File: config.mk
export PLATFORM = sky130hd
export DESIGN_NAME = truth_table_scanner
export DESIGN_NICKNAME = d
export VERILOG_FILES = /design/src/rtl/truth_table_scanner.sv
export SDC_FILE = /design/constraint.sdc
export NUM_CORES = 1
export LEC_CHECK = 0
export CORE_UTILIZATION = 25
export CTS_CLUSTER_DIAMETER = 50
export DETAILED_ROUTE_END_ITERATION = 16
export HOLD_SLACK_MARGIN = 0.05
export PLACE_DENSITY_LB_ADDON = 0.1
export SLEW_MARGIN = 0
export SYNTH_ARGS = -nofsm -noshare
export SYNTH_HDL_FRONTEND = slang
export SYNTH_SLANG_ARGS = --single-unit
File: constraint.sdc
create_clock -name clk -period 1.73 [get_ports clk]
set_input_delay 0.4325 -clock clk [delete_from_list [all_inputs] [get_ports clk]]
set_output_delay 0.4325 -clock clk [all_outputs]
set_load 0.005 [all_outputs]
File: src/rtl/truth_table_scanner.sv
// Stimulus/response scanner: drives every input code onto a combinational block and
// packs the sampled output into a truth-table word. Optional compare logic: TT_SCAN_CHECK_EN.
module truth_table_scanner #(
  parameter int N_IN          = 4,
  parameter int SETTLE_CYCLES = 2
) (
  input  logic                   clk,
  input  logic                   rst_n,
  input  logic                   start,
  input  logic                   f,
  output logic [N_IN-1:0]        abcd,
  output logic                   busy,
  output logic                   done,
  output logic [(1<<N_IN)-1:0]   table_out
`ifdef TT_SCAN_CHECK_EN
  ,
  input  logic [(1<<N_IN)-1:0]   expected,
  output logic                   mismatch,
  output logic [N_IN:0]          err_count
`endif
);

  localparam int TABLE_W = 1 << N_IN;
  localparam logic [7:0]    SETTLE_LAST = 8'(SETTLE_CYCLES - 1);
  // One extra index bit keeps the terminal compare from aliasing with code 0.
  localparam logic [N_IN:0] LAST_INDEX  = {1'b0, {N_IN{1'b1}}};
  localparam logic [N_IN:0] INDEX_ONE   = {{N_IN{1'b0}}, 1'b1};

  typedef enum logic [1:0] {
    IDLE,
    SCAN,
    DONE
  } state_t;

  state_t             state, state_next;
  logic [N_IN:0]      index, index_next;
  logic [7:0]         settle_cnt, settle_next;
  logic [TABLE_W-1:0] table_next;
`ifdef TT_SCAN_CHECK_EN
  logic [N_IN:0]      err_next;
  logic               mismatch_next;
`endif

  // NOTE: sequential state uses non-blocking assignments so every register samples
  // the pre-edge values, independent of process ordering.
  always_ff @(posedge clk) begin
    if (!rst_n) state <= IDLE;
    else        state <= state_next;
  end

  always_ff @(posedge clk) begin
    if (!rst_n) begin
      index      <= '0;
      settle_cnt <= '0;
      table_out  <= '0;
`ifdef TT_SCAN_CHECK_EN
      err_count  <= '0;
      mismatch   <= 1'b0;
`endif
    end else begin
      index      <= index_next;
      settle_cnt <= settle_next;
      table_out  <= table_next;
`ifdef TT_SCAN_CHECK_EN
      err_count  <= err_next;
      mismatch   <= mismatch_next;
`endif
    end
  end

  // NOTE: every signal driven here gets a hold-value default first, so no path
  // through the case statement can infer a latch.
  always_comb begin
    state_next    = state;
    index_next    = index;
    settle_next   = settle_cnt;
    table_next    = table_out;
`ifdef TT_SCAN_CHECK_EN
    err_next      = err_count;
    mismatch_next = mismatch;
`endif
    unique case (state)
      IDLE: begin
        if (start) begin
          state_next    = SCAN;
          index_next    = '0;
          settle_next   = '0;
          table_next    = '0;
`ifdef TT_SCAN_CHECK_EN
          err_next      = '0;
          mismatch_next = 1'b0;
`endif
        end
      end
      SCAN: begin
        if (settle_cnt == SETTLE_LAST) begin
          settle_next                   = '0;
          table_next[index[N_IN-1:0]]   = f;
`ifdef TT_SCAN_CHECK_EN
          if (f != expected[index[N_IN-1:0]]) err_next = err_count + INDEX_ONE;
`endif
          if (index == LAST_INDEX) begin
            state_next = DONE;
`ifdef TT_SCAN_CHECK_EN
            // Uses the post-sample count so the final code's compare is included.
            mismatch_next = (err_next != '0);
`endif
          end else begin
            index_next = index + INDEX_ONE;
          end
        end else begin
          settle_next = settle_cnt + 8'd1;
        end
      end
      DONE: begin
        state_next = IDLE;
        index_next = '0;
      end
      default: state_next = IDLE;
    endcase
  end

  assign abcd = index[N_IN-1:0];
  assign busy = (state == SCAN);
  assign done = (state == DONE);

endmodule

Word-level counts from Yosys, hierarchy flattened
Index checks and enable logic that the tools add are counted.
{ "totals": {"register_bits": 31, "inputBits": 4, "output_inout_bits": 22, "elab_cells": 41} }
{ "op_classes": {"add_sub_neg": 2, "magnitude_cmp": 2, "eq_ne": 8, "mux": 17, "reduce_logical": 8} }
{ "ops": {"columns": ["op", "count"], "rows": [
  ["2-to-1 mux 16 bit", 2],
  ["one-hot mux 16 bit (2 select lines)", 1],
  ["bitwise mux 16 bit", 1],
  ["2-to-1 mux 8 bit", 2],
  ["one-hot mux 8 bit (2 select lines)", 1],
  ["2-to-1 mux 5 bit", 3],
  ["one-hot mux 5 bit (3 select lines)", 1],
  ["adder 8 x 1 -> 8 bit (second input constant)", 1],
  ["== test 8 x 1 -> 1 bit (second input constant)", 1],
  ["2-to-1 mux 2 bit", 3],
  ["AND reduction 3 bit", 2],
  ["adder 5 x 1 -> 5 bit (second input constant)", 1],
  ["== test 5 x 4 -> 1 bit (second input constant)", 1],
  ["< comparator 4 x 5 -> 1 bit (second input constant)", 1],
  ["demux 1 bit (select 4 bit)", 1],
  ["greater-or-equal comparator 4 x 1 -> 1 bit (second input constant)", 1],
  ["inequality test 2 x 1 -> 1 bit (second input constant)", 2],
  ["inequality test 2 bit (second input constant)", 2],
  ["one-hot mux 2 bit (2 select lines)", 1],
  ["AND reduction 4 bit", 1],
  ["nonzero test 3 bit", 1],
  ["== test 2 x 1 -> 1 bit (second input constant)", 1],
  ["== test 2 bit (second input constant)", 1],
  ["logical NOT 2 bit", 1],
  ["4 further kinds", 4]
]} }

Depth between registers and ports, before layout
{ "logic_depth": {"word_depth": 7, "ltp_mapped": 8, "ltp_nobuf": 7} }

Least setup slack after synthesis
Ideal clock, no wire load.
{ "synth_timing": {"kind": "reg2reg", "startpoint": "reg index[0]", "endpoint": "reg index[2]", "setup_ps": 127, "t_arrival_ps": 1544, "t_required_ps": 1603, "setup_slack_ps": 59, "path_stages_with_launch": 8, "n_path_buf": 0, "synth_period_minus_slack_ps": 1671, "path_cell_list": "dfxtp_1 -> ha_1 -> and3_1 -> ha_1 -> nor3b_1 -> nand4_1 -> nand3_1 -> o21ai_0"} }
{ "synth_between": {"elab_chain_cells": 4, "word_cells_on_any_way": 7, "cone_classes": "add/sub (1); eq/ne (2); mux (3); reduce/logical (1)"} }
{ "synth_lines": {"columns": ["item", "line_no", "source"], "rows": [
  ["start: declaration", "36", "logic [N_IN:0] index, index_next;"],
  ["start signal: assignment", "61", "index <= index_next;"],
  ["adder 5 x 1 -> 5 bit", "109", "index_next = index + INDEX_ONE;"],
  ["2-to-1 mux 5 bit", "102", "if (index == LAST_INDEX) begin"],
  ["2-to-1 mux 5 bit", "96", "if (settle_cnt == SETTLE_LAST) begin"],
  ["one-hot mux 5 bit (3 select lines)", "82", "unique case (state)"]
]} }
Parallel ways exist; a longest one is shown, timed or not. The select of a mux whose other input is x is not followed.
A chain may end at the register's enable or synchronous reset.

Worst setup path after layout
{ "layout_timing": {"startpoint": "reg index[0]", "endpoint": "out abcd[0]"} }
{ "layout_rtl": {"columns": ["item", "line_no", "source"], "rows": [
  ["end: declaration", "11", "output logic [N_IN-1:0] abcd,"]
]} }
No word-level cell between the ends.

==> reports/metrics.cfg <==
[cts]
cts-htree-levels=2
worstSkewPairLatency_ps=280
cts_root_buf=clkbuf_8
tritoncts=yes
cts_sinks=31
clock_path_buffers=2
numCtsBuffers=5
clk_pin_slew_ps=60

[yosys]
ys_async_sr_fraction_pct=0
muxShareOfSynthArea_pct=10.4
avgSynthCellArea_sq_um=8.81
synth_top_family_by_area=simple AND/OR/NAND/NOR gates
ys_seq_elements=31
synth_nets=197
netlist_area_sq_um=1640
yosysSeqAreaShare_pct=37.9
synth.distinct_cells=37
synth_simple_gate_area_share_pct=31.4
synth_ff_type=dfxtp_1
synth_xor_area_share_pct=0
synth_edf_count=0
synthAdderAreaFrac_pct=5.34
synth_warnings=0
netlist_instances=186
synth-compound-area-share_pct=7.25

[placement]
port_buffers=25
placed_area_sq_um=2050
dpl.cell_count=295
gp_routability_congestion=0.719
place_hpwl_mm=2.90

[sta]
hold_viol_final=0
relSlewSlack_pct=69.1
fmax_mhz=603
fin_crit_sh_pct=95.9
slew_viol_final=0
setup_viol=0
min_period_ps=1660
finalClockSkew_ps=7.76
worst_pin_slew_ps=461
rsz0062_at_grt=yes

[route]
ant_nets=0
wl_per_cell_microns=13.2
post-route-drc-count=0
vias_per_cell=4.64
drt_iter0_markers=59
num_vias=1412
first_pass_iters=4
wl_mm=4.00

[setup_path]
cp-end-kind=output pin
crit_buf_inv=2
crit_arrival_ps=1230
slowest_delay_ps=490
critPathKind=reg -> out
r2r_start=settle_cnt[1]$_SDFFE_PN0P_
crit_path_start=index[0]$_SDFFE_PN0P_
slowest_stage=clkdlybuf4s50_1
critPathLaunchType=register
cp_cell_sequence=buf_4, clkdlybuf4s50_1
crit_fanout=5
crit_family=buffers and inverters
required_ps=1300

[final_layout]
post-route-cell-area_sq_um=2160
syn2layout_area_growth_pct=32.1
final_layout_size_suffix_gt1_share_pct=17.2
nets=237
n_antenna_cell=0
fill_cells=654
layout.cells.non_filler=304

[floorplanning]
initial_core_util_pct=25.8
die_height_microns=83.0
row_count=29
die_w_microns=83.0
coreArea_sq_um=6350
ioPinCount=26
die_area_sq_um=6880

[power]
power_density_nw_per_um2=696
total_power_uw=1510
vdd_drop_max_uv=315
p_leak_uw=0.000890

[global_route]
grt_start_max_net_pins=21
grt_overflow=0
grt_pass1_vias=1384
antenna_found_initial=0
grt_pass1_wl_mm=6.86
grt_util_all_layers_pct=12.2

[worst_hold_path]
hold_class=reg -> reg
hp-start=table_out[2]$_SDFFE_PN0P_

[flow_run]
cap_viol_max_count=0

[outcome]
status=completed

-- sequential cells by signal, indices dropped and copies added, names as in the netlist --
name        cells
settle_cnt      8
index           5
state           2
table_out      16
-- path summary, 6_finish.rpt --
check,end,depth (start not counted),slack [ps]
max,abcd[0],2,70
min,table_out[2]$_SDFFE_PN0P_,2,460
max reg2reg,settle_cnt[7]$_SDFFE_PN0P_,8,120
min reg2reg,table_out[2]$_SDFFE_PN0P_,2,460
-- synthesized netlist by cell type (all sizes together) (4+ instances only) --
cell type	instances	area share, %
dfxtp	31	38
nand3	29	8.9
nand2	28	6.4
mux2i	17	10
nor2	9	2.1
buf	7	4.0
ha	7	5.3
o21ai	7	2.1
clkbuf	6	2.6
inv	5	1.1
nand4b	5	2.7
nand4	4	1.5
-- through the flow --
| step | setup WS [ps] | utilization (%) | TNS, ps | hold slack [ps] |
|---|---|---|---|---|
| 3_3_place_gp | 22.8 | 32.3 | 0 | 447 |
| 3_5_place_dp | 19.6 | 32.3 | 0 | 450 |
| 6_report | 71.5 | 34.1 | 0 | 460 |
| 5_1_grt | -20.6 | 34.1 | -20.6 | 491 |
| 4_1_cts | 54.5 | 33.9 | 0 | 464 |
| 2_1_floorplan | 59.3 | - | 0 | 444 |
-- worst reg2reg max path: stages (launching register included) --
cell and delay [ps]:
dfxtp_1 330, inv_1 70, ha_1 150, nor4b_4 300
buf_4 180, a21oi_1 60, buf_4 180, nand4b_1 90
o311ai_0 120
-- power by group --
group	leakage (uW)	switching [uW]	internal, uW	total, uW
registers	0.000251	3.22	719	723
clock network	0.0000515	262	363	625
logic	0.000588	86.4	72.0	158
-- layout make-up --
cell class | count | area (sq um) | share of cell area [%]
multi-input combinational | 137 | 896 | 41.4
tap | 77 | 96.3 | 4.45
sequential | 31 | 623 | 28.8
timing repair buffer | 46 | 430 | 19.9
inverter | 5 | 18.8 | 0.867
clock buffer | 8 | 100 | 4.62
-- per-layer routing --
| layer | share of wire, % | GRT usage [%] |
|---|---|---|
| met2 | 45 | 19.1 |
| met5 | 0 | 0 |
| met3 | 4.3 | 3.28 |
| met4 | 0.98 | 3.61 |
| met1 | 50 | 16.5 |
-- placed cells by master, fill, tap and decap left out --
cell type / n
a21boi_2: 1
a21o_2: 1
a21oi_1: 1
a31oi_1: 3
and2_1: 2
and3_1: 1
and4b_1: 1
buf_12: 2
buf_4: 19
clkbuf_1: 1
clkbuf_8: 7
clkdlybuf4s50_1: 23
dfxtp_1: 29
dfxtp_2: 2
dlygate4sd2_1: 2
ha_1: 7
inv_1: 5
mux2i_1: 17
nand2_1: 28
nand2b_1: 3
nand3_1: 29
nand3b_1: 1
nand4_1: 4
nand4b_1: 5
nor2_1: 9
nor2b_1: 2
nor3_1: 2
nor3_2: 1
nor3b_2: 2
nor4_1: 1
nor4b_4: 1
o21a_1: 1
o21ai_0: 7
o22ai_1: 1
o311ai_0: 2
o311ai_1: 1
or2_2: 2
or2b_4: 1
-- logic make-up (layout without fill, tap and decap cells) --
logic type / Yosys count / after routing
buf+inv: 18 / 59
mux: 17 / 17
flops: 31 / 31
compound gates: 18 / 18
simple gates: 95 / 95
fa+ha+maj: 7 / 7
-- timing repair --
action                                  in CTS  in global routing
gates resized for setup                      4                  2
hold buffers                                 0                  0
endpoints found under the setup margin       3                 17
setup buffers                                0                  1
pin swaps                                    0                  0
Power figures use the tool's default switching activity.
